===== config.mk =====
export PLATFORM = sky130hd
export DESIGN_NAME = instr_prefetch
export DESIGN_NICKNAME = d
export VERILOG_FILES = /design/src/rtl/instr_prefetch.sv
export SDC_FILE = /design/constraint.sdc
export NUM_CORES = 1
export LEC_CHECK = 0
export CORE_ASPECT_RATIO = 1.1
export CORE_MARGIN = 4
export CORE_UTILIZATION = 55
export CTS_CLUSTER_SIZE = 14
export DETAILED_ROUTE_END_ITERATION = 16
export PLACE_DENSITY = 0.9
export SLEW_MARGIN = 20
export SYNTH_ARGS = -nofsm -noshare
export SYNTH_HDL_FRONTEND = slang
export SYNTH_SLANG_ARGS = --single-unit

===== constraint.sdc =====
create_clock -name clk -period 5.41 [get_ports clk]
set_clock_uncertainty 0.1 [all_clocks]
set_input_delay 0.8115 -clock clk [delete_from_list [all_inputs] [get_ports clk]]
set_output_delay 0.8115 -clock clk [all_outputs]
set_load 0.01 [all_outputs]

===== src/rtl/instr_prefetch.sv =====
// Instruction prefetch queue.
// Fetches sequential instructions from a combinational instruction memory
// into a small circular FIFO of {pc, instruction} entries. A redirect flushes
// the queue and restarts fetch at a new address. en=0 stops new fetches, but
// pops and redirects still take effect.
module instr_prefetch #(
   parameter int DEPTH = 4,
   parameter int AW    = 8,
   parameter int IW    = 12
) (
   input  logic                     clk,
   input  logic                     rst,
   input  logic                     en,
   output logic [AW-1:0]            imem_addr,
   input  logic [IW-1:0]            imem_data,
   output logic                     instr_valid,
   output logic [IW-1:0]            instr,
   output logic [AW-1:0]            instr_pc,
   input  logic                     instr_ready,
   input  logic                     redirect,
   input  logic [AW-1:0]            redirect_addr,
   output logic [$clog2(DEPTH):0]   count
);

   localparam int PW = $clog2(DEPTH);
   localparam int CW = PW + 1;
   localparam logic [CW-1:0] DEPTH_C = CW'(DEPTH);
   localparam logic [PW-1:0] PTR_ONE = PW'(1);
   localparam logic [CW-1:0] CNT_ONE = CW'(1);
   localparam logic [AW-1:0] PC_ONE  = AW'(1);

   logic [PW-1:0] head_r;
   logic [PW-1:0] tail_r;
   logic [CW-1:0] count_r;
   logic [AW-1:0] fetch_pc_r;
   logic [AW-1:0] pc_mem_r  [DEPTH];
   logic [IW-1:0] ins_mem_r [DEPTH];
   logic          pop_s;
   logic          push_s;
   logic          valid_s;

   // Handshake decode: a redirect suppresses both push and pop in its cycle.
   always_comb begin
      valid_s = (count_r != {CW{1'b0}});
      pop_s   = valid_s && instr_ready && !redirect;
      push_s  = en && !redirect && ((count_r < DEPTH_C) || pop_s);
   end

   // Queue pointers, occupancy and fetch PC; reset and redirect both flush.
   always_ff @(posedge clk or negedge rst) begin
      if (!rst) begin
         head_r     <= {PW{1'b0}};
         tail_r     <= {PW{1'b0}};
         count_r    <= {CW{1'b0}};
         fetch_pc_r <= {AW{1'b0}};
      end else if (redirect) begin
         head_r     <= {PW{1'b0}};
         tail_r     <= {PW{1'b0}};
         count_r    <= {CW{1'b0}};
         fetch_pc_r <= redirect_addr;
      end else begin
         if (push_s) begin
            tail_r     <= tail_r + PTR_ONE;
            fetch_pc_r <= fetch_pc_r + PC_ONE;
         end
         if (pop_s) begin
            head_r <= head_r + PTR_ONE;
         end
         case ({push_s, pop_s})
            2'b10:   count_r <= count_r + CNT_ONE;
            2'b01:   count_r <= count_r - CNT_ONE;
            default: count_r <= count_r;
         endcase
      end
   end

   // Entry storage; stale contents are harmless because count gates the head.
   always_ff @(posedge clk) begin
      if (push_s) begin
         pc_mem_r[tail_r]  <= fetch_pc_r;
         ins_mem_r[tail_r] <= imem_data;
      end
   end

   // Head presentation, forced to zero while the queue is empty.
   always_comb begin
      instr_valid = valid_s;
      imem_addr   = fetch_pc_r;
      count       = count_r;
      if (valid_s) begin
         instr    = ins_mem_r[head_r];
         instr_pc = pc_mem_r[head_r];
      end else begin
         instr    = {IW{1'b0}};
         instr_pc = {AW{1'b0}};
      end
   end

endmodule


==> flow_metrics.tcl <==
set metrics [dict create \
    grt_max_degree 28 \
    die_area_um2 8715 \
    dr.pass1.iters 4 \
    synth-main-ff-cell "edfxtp_1" \
    core_um2 7047 \
    synth_edf_count 80 \
    cts_tree "built" \
    hold_start "tail_r[1]" \
    start_kind "register" \
    grt_pass1_vias 2343 \
    fin_cells 383 \
    fin_crit_ps 3487 \
    worst_pin_slew_ps 1011 \
    antenna_found_initial 0 \
    dp.cells 367 \
    syn_inst 236 \
    start_util_pct 56.85 \
    hold_path_end "tail_r[1]" \
    synth_area_leaders "edfxtp_1 60%, mux4_2 11%, dfrtp_1 9.4%" \
    power_switching_uw 394.4 \
    ys_types 36 \
    rsz0062_at_grt "no" \
    timing.final.crit_share_pct 64.45 \
    vias 2192 \
    crit_type "register to primary output" \
    path_cells "buf_4, mux4_2, and2_1, clkdlybuf4s50_1" \
    worst_r2r_endpoint "count[2]" \
    p_leak_uw 0.001640 \
    finalNetCount 324 \
    cts_hold_buf 0 \
    powerDensity_nw_per_um2 341.0 \
    worstHoldPathCells 2 \
    holdCritPathClass "register to register" \
    required_ps 4500 \
    r2r_slack_ps 2600 \
    status "finished clean" \
    postSynthAreaPerCell_um2 16.98 \
    yosys_warnings 0 \
    synth_area_um2 4006 \
    yosysSeqAreaShare_pct 69.33 \
    drc_errors 0 \
    cts_setup_buffers 0 \
    fmax_mhz 286.8 \
    fillCellCount 467 \
    synth-seq-cells 95 \
    finalSetupTns_ps 0 \
    endpoint_kind "primary output" \
    wl_per_cell_um 18.84 \
    grt_util_all_layers_pct 18.38 \
    overflow 0 \
    synth_top_cell_area_share_pct 59.96 \
    arrival_ps 2580 \
    seqPwrFrac_pct 52.9 \
    swShare_pct 23.93 \
    max_slew_margin_pct 32.57 \
    p_int_uw 1253 \
    drive_above_1_share_pct 13.09 \
    viasPerCell 5.723 \
    die_y_um 97.52 \
    yosysMostFrequentCell "edfxtp_1" \
    cts_max_level 3 \
    path_buf_inv 2 \
    ys_top_cells_by_count "80 x edfxtp_1, 25 x and2_1, 19 x mux4_2" \
    std_cell_rows 32 \
    mappedNetlistNets 267 \
    combPwrFrac_pct 16.7 \
    portBuffers 56 \
    insertion_delay_ps 350 \
    yosysTopAreaCell "edfxtp_1" \
    ant_nets 0 \
    drt-total-wl_um 7214 \
    cts_made_buffers 9 \
    finalHoldViolCount 0 \
    worst_path_max_delay_cell "dfrtp_1" \
    critPathTopFamily "buffers and inverters" \
    area_growth_pct 20.61 \
    r2r-start "count[1]" \
    cts-root-buf "clkbuf_8" \
    antenna_cells 0 \
    clkPwrFrac_pct 30.4 \
    clock_sinks 95 \
    ctsResizeCount 0 \
    async_reset_ff_share_pct 15.79 \
    grt_pass1_wl_um 11870 \
    irDropWorstVdd_v 0.0001969 \
    cpPeakStageDelay_ps 640 \
    dp_hpwl_um 4744 \
    ios 57 \
    max_cap_violations 0 \
    slew_viol_final 0 \
    globalplace.congestion 0.7737 \
    clk_path_buf_depth 2 \
    crit_fanout 14 \
    reg2regPathDepth 5 \
    finalSetupViolations 0 \
    drt_iter0_drc 82 \
    clk_pin_slew_ps 80 \
    die_w_um 89.38 \
]
-- power groups by stage --
stage	Sequential, µW	Combinational, µW	Clock, µW
2_1_floorplan	876	157	0
4_1_cts	873	280	509
5_1_grt	879	299	539
6_report	872	274	502
3_5_place_dp	889	279	0
3_3_place_gp	886	270	0
-- worst min-delay path, cell delays in order (launching register included) --
cell and delay (ps):
dfrtp_1 420, nand2_1 70, a21oi_1 60
-- per-layer routing --
metal | part of all wire [%] | vias to the layer above | track usage, %
li1 | - | 1017 | -
met1 | 39 | 1099 | 22.89
met2 | 54 | 64 | 30.40
met3 | 5.2 | 12 | 4.750
met4 | 2.2 | 0 | 6.987
met5 | 0 | - | 0
-- how the worst max path moves through the flow --
stage / startpoint / depth (start not counted) / slack (ps) / to
CTS: head_r[0] / 4 / 1850 / instr_pc[4]
finish: head_r[0] / 4 / 1920 / instr_pc[4]
global placement: instr_ready / 5 / 2050 / ins_mem_r[2][10]
detailed placement: en / 4 / 1840 / ins_mem_r[2][10]
floorplan: redirect / 6 / 2780 / count[2]
global route: head_r[0] / 4 / 1740 / instr_pc[7]
-- logic make-up (layout without fill, tap and decap cells) --
group                    count (synthesis)  count (layout)  synth area share (%)
AO/OA/AOI/OAI                           18              18                 2.499
XOR/XNOR                                 8               8                 1.749
adder cells (fa/ha/maj)                  6               6                 2.061
buffers and inverters                   13              75                 1.905
flip-flops                              95              95                 69.33
multiplexers                            22              22                 11.84
AND/OR/NAND/NOR                         74              74                 10.62
-- sequential cells by signal, summed over array words and instances, names as in the netlist --
name       cells
count          3
head_r         2
imem_addr      8
ins_mem_r     48
pc_mem_r      32
tail_r         2
-- metrics by stage --
step	total power, µW	setup slack, ps	hold WS (ps)	instance area [µm²]	util, %
3_5_place_dp	1168	1843	477.7	4612	65.45
5_1_grt	1717	1744	519.0	4832	68.57
3_3_place_gp	1156	2048	470.5	4612	65.45
4_1_cts	1662	1850	489.0	4832	68.57
6_report	1648	1923	493.3	4832	68.57
2_1_floorplan	1032	2779	415.9	4006	-
-- cell usage in the layout, fill, tap and decap left out, types with 2 or more instances in the layout --
cell type        netlist  final
mux4_2                19     19
clkdlybuf4s50_1        0     56
bufinv_16              0      2
or4_1                  2      2
mux2i_1                2      2
nand2_1               13     13
edfxtp_1              80     80
inv_1                  2      2
a21oi_1                4      4
clkinvlp_4             0      2
clkbuf_8               0      9
nand3_1                8      8
o21ai_0                9      9
a31oi_1                2      2
xor2_1                 7      7
nor2b_1                2      2
nor2_1                 9      9
dfrtp_1               15     15
and2_1                25     25
nor3_1                 4      4
and3_1                 2      2
ha_1                   5      5
nand2b_4               2      2
-- area by class of cell --
cell class,instances,area [µm²],area share [%]
Sequential cell,95,2778,57.48
Clock inverter,6,92.59,1.916
Tap cell,85,106.4,2.201
Timing Repair Buffer,57,568.0,11.76
Inverter,2,7.507,0.1554
Clock buffer,10,127.6,2.641
Multi-Input combinational cell,128,1152,23.85
Power figures use the tool's default switching activity.
==> edit 1 (config.mk and constraints unchanged) <==
Register the output `count`, with the module's reset; this adds one clock of latency there. The other outputs are not delayed to match.
--- a/src/rtl/instr_prefetch.sv
+++ b/src/rtl/instr_prefetch.sv
@@ -30,2 +30,4 @@
    localparam logic [AW-1:0] PC_ONE  = AW'(1);
+
+   logic [$clog2(DEPTH):0] count_d;
 
@@ -88,3 +90,3 @@
       imem_addr   = fetch_pc_r;
-      count       = count_r;
+      count_d     = count_r;
       if (valid_s) begin
@@ -98,2 +100,10 @@
 
+   always_ff @(posedge clk or negedge rst) begin
+      if (!rst) begin
+         count <= '0;
+      end else begin
+         count <= count_d;
+      end
+   end
+
 endmodule
Formal check against the unedited RTL: not equivalent (Yosys sat finds a counterexample within 4 cycles, from zero or initial values and one cycle with rst low).
==> edit 1 against the original RTL <==
Worst setup slack got worse by 0.017 ns. Design area up 0.62%. Global-route usage is 0.55 points lower. Sequential cell count is 3 higher. Critical endpoint is now instr_pc[7]. Area after synthesis rose by 1.5%. Non-clock buffer count unchanged. Count of clock-buffer cells in the layout down 1. Die area increased by 1.3%. Power decreased by 1.4%. Routed wire length is essentially flat.
==> edit 1: results <==
[sta]
tightest_slew_ns = 1.02

[logic_synthesis]
sequential_fraction_of_the_synthesis_area_pct = 70.2
syn_nets = 268
async_flop_share_pct = 18.4
synthTopCellsByCount = "80 x sky130_fd_sc_hd__edfxtp_1, 24 x sky130_fd_sc_hd__and2_1, 18 x sky130_fd_sc_hd__dfrtp_1, 18 x sky130_fd_sc_hd__mux4_2, 14 x sky130_fd_sc_hd__nand2_1"
synth.area.top_cells = "sky130_fd_sc_hd__edfxtp_1 59%, sky130_fd_sc_hd__dfrtp_1 11%, sky130_fd_sc_hd__mux4_2 10%"
yosysUniqueCellTypes = 37

[worst_hold_path]
holdPathEnd = "count[0]$_DFF_PN0_"
worst_hold_startpoint = "count_d[0]$_DFFE_PN0P_"
worst_hold_check_path_type = "reg -> reg"
whs_path_depth = 0

[critical_path]
worstPathMaxFanout = 16
rr_endpoint = "count_d[1]$_DFFE_PN0P_"
worstRegToRegCells = 6
reg2reg_setup_slack_ns = 2.66
arrival_time_at_the_worst_endpoint_ns = 2.59
launch_point_of_the_worst_reg_to_reg_path = "count_d[1]$_DFFE_PN0P_"

[power]
static-leakage-power_nw = 1.66
irDropWorstVdd_v = 0.000210

[grt]
grt_use_total_pct = 17.8
first_global_vias = 2294
grt_pass1_wl_mm = 12.1
grt_max_degree = 25
grt_overflow_total = 0

[outcome]
status = "completed"

[placement]
detailed_place_hpwl_mm = 4.65
placedInstanceArea_um2 = 4670
portBuffers = 56
globalplace.congestion = 0.817

[clock_network]
post_cts.resized_instances = 0
cts_max_level = 3

[cells_and_area]
multi_input_comb_area_um2 = 1130
filler_cell_count = 449
layout.nets = 325
drive_above_1_share_pct = 12.7

[drt]
routed-via-count = 2199
routed_wire_length_per_instance_um = 18.8
initialDrtViolationCount = 161
edit 1: cell count changes after synthesis, sizes merged, moves of 3 or more:
cell and delta:
a21oi +3, dfrtp +3, nand3 -5, xnor2 +4
edit 1: worst max-delay path by stage:
stage / from / endpoint / slack, ns / cells past startpoint
2_1_floorplan: instr_ready / ins_mem_r[0][0]$_DFFE_PP_ / 3.00 / 5
3_3_place_gp: instr_ready / ins_mem_r[1][10]$_DFFE_PP_ / 2.10 / 5
3_5_place_dp: en / ins_mem_r[0][5]$_DFFE_PP_ / 2.00 / 4
4_1_cts: head_r[0]$_DFFE_PN0P_ / instr_pc[7] / 1.84 / 4
5_1_grt: head_r[0]$_DFFE_PN0P_ / instr_pc[7] / 1.72 / 4
6_report: head_r[0]$_DFFE_PN0P_ / instr_pc[7] / 1.91 / 4
edit 1: cell families (layout without fill, tap and decap cells):
logic type                 Yosys count  in the layout  share of synthesized area, %
xor gates and xnor gates            10             10                          2.15
and+or+nand+nor                     66             66                          8.93
muxes                               22             22                          11.8
buffers and inverters               14             76                          1.94
DFF                                 98             98                          70.2
AOI/OAI and AO/OA                   21             21                          2.99
adders and majority gates            6              6                          2.03
edit 1: area by class of cell:
class	instances	area share, %
inverter	3	0.232
sequential	98	58.7
timing repair buffer	57	11.7
clock buffer	9	2.55
multi-input combinational	125	23.3
tap	85	2.19
clock inverter	7	1.36
edit 1: worst max-delay path, stage by stage (launching register included):
cell and delay (ns):
sky130_fd_sc_hd__dfrtp_1 0.59, sky130_fd_sc_hd__buf_4 0.39, sky130_fd_sc_hd__mux4_1 0.61, sky130_fd_sc_hd__and2_1 0.17, sky130_fd_sc_hd__clkdlybuf4s50_1 0.47
edit 1: layer usage:
metal	GRT usage [%]	part of all wire [%]
met1	22.2	41
met2	30.5	52
met3	4.01	5.7
met4	7.42	1.3
met5	0	0
edit 1: report_power, final:
part / leakage (nW) / switching, W / internal (W)
registers: 0.959 / 0.0000414 / 0.000859
clock network: 0.0941 / 0.000253 / 0.000175
logic: 0.605 / 0.000126 / 0.000171
edit 1: stage by stage:
| step | total power (W) | cells | setup slack [ns] | utilization, % | hold WS, ns |
|---|---|---|---|---|---|
| after detailed placement | 0.00122 | 368 | 2.00 | 65.9 | 0.470 |
| after global placement | 0.00121 | 368 | 2.10 | 65.9 | 0.456 |
| after floorplan | 0.00107 | 237 | 3.00 | - | 0.274 |
| after global routing | 0.00171 | 384 | 1.72 | 68.6 | 0.523 |
| final | 0.00163 | 384 | 1.91 | 68.6 | 0.483 |
| after CTS | 0.00165 | 384 | 1.84 | 68.6 | 0.484 |
==> edit 2 (same settings) <==
Without the edit above. Set the parameter `AW` to 7 (it was 8).
--- a/src/rtl/instr_prefetch.sv
+++ b/src/rtl/instr_prefetch.sv
@@ -7,3 +7,3 @@
    parameter int DEPTH = 4,
-   parameter int AW    = 8,
+   parameter int AW    = 7,
    parameter int IW    = 12
Ports: changed (resized imem_addr, instr_pc and redirect_addr); port bits go from 57 to 54. The function was not compared with the original's and may differ.
==> edit 2 against the original RTL <==
Sequential cell count decreased by 5. Critical path depth unchanged. Routed wire length decreased by 0.62%. Area after synthesis decreased by 3.8%. Fmax increased by 0.29%. Worst setup slack improved by 0.010 ns. Power decreased by 6.3%. Design area decreased by 3.4%. Critical path type unchanged. Critical endpoint unchanged. Combinational power decreased by 5%.
==> edit 2: results <==
[drt]
routed-wl-met2_mm = 3.94
detailed_routing_iterations_pass_1 = 5
routedLengthMet1_mm = 2.68
initialDrtViolationCount = 223

[logic_synthesis]
syn_nets = 265
syn-mean-instance-area_um2 = 16.4
async_flop_share_pct = 15.6
yosysUniqueCellTypes = 37
sequential_fraction_of_the_synthesis_area_pct = 68.3
synth_edf_count = 76
synthTopCellsByCount = "76 x sky130_fd_sc_hd__edfxtp_1, 21 x sky130_fd_sc_hd__nor2b_1, 19 x sky130_fd_sc_hd__mux4_2"

[grt]
grt_use_met1_pct = 23.2
grt_pass1_wl_mm = 11.7
global_route.usage.met3_pct = 5.22
first_global_vias = 2301
grt_max_degree = 21
use_met2_pct = 32.8
grt_use_total_pct = 19.2

[power]
pwr-share-seq_pct = 53.2
static-leakage-power_nw = 1.54
swShare_pct = 22.9
comb_power_share_pct = 16.9
switchingPower_w = 0.000354

[placement]
pre_cts_slack_ns = 2.05
detailed_place_hpwl_mm = 4.91
placedInstanceArea_um2 = 4470
globalplace.congestion = 0.749

[clock_network]
ctsLongestPathBuffers = 2

[outcome]
status = "completed"

[cells_and_area]
fin_cells = 376
layout.nets = 320
flow.area_growth_from_synthesis_pct = 21.0
filler_cell_count = 429

[sta]
tightest_slew_ns = 0.891

[critical_path]
worst_path_largest_cell_delay_ns = 0.67
worstPathMaxFanout = 13
arrival_time_at_the_worst_endpoint_ns = 2.56
[edit 2: worst min-delay path, stage by stage, from the launching register on]
cell and delay (ns):
sky130_fd_sc_hd__dfrtp_1 0.43, sky130_fd_sc_hd__o21ai_0 0.10, sky130_fd_sc_hd__a21oi_1 0.07
[edit 2: final timing paths]
path                                        from                  endpoint  slack (ns)  depth (start not counted)
max in group asynchronous                    rst     head_r[1]$_DFFE_PN0P_        4.03                          1
max                        head_r[0]$_DFFE_PN0P_               instr_pc[4]        1.93                          4
min in group asynchronous                    rst  imem_addr[4]$_DFFE_PN0P_        0.76                          1
max reg2reg                 count[2]$_DFFE_PN0P_  pc_mem_r[3][0]$_DFFE_PP_        3.11                          4
min reg2reg                tail_r[0]$_DFFE_PN0P_     tail_r[0]$_DFFE_PN0P_        0.53                          2
min                        tail_r[0]$_DFFE_PN0P_     tail_r[0]$_DFFE_PN0P_        0.53                          2
[edit 2: area by class of cell]
class                   count  share of cell area, %
well taps                  82                   2.20
flip-flops and latches     90                   56.4
repair buffers             59                   12.3
clock buffers              12                   2.90
clock inverters             3                   1.39
multi-input cells         123                   24.2
inverters                   7                  0.563
[edit 2: cells by family (layout without fill, tap and decap cells)]
| group | count (synthesis) | after routing | share of synthesized area, % |
|---|---|---|---|
| AO/OA/AOI/OAI | 29 | 29 | 4.97 |
| XOR/XNOR | 2 | 2 | 0.454 |
| adder cells (fa/ha/maj) | 6 | 6 | 2.14 |
| buffers and inverters | 22 | 81 | 3.08 |
| flip-flops | 90 | 90 | 68.3 |
| multiplexers | 19 | 19 | 11.1 |
| AND/OR/NAND/NOR | 67 | 67 | 9.96 |
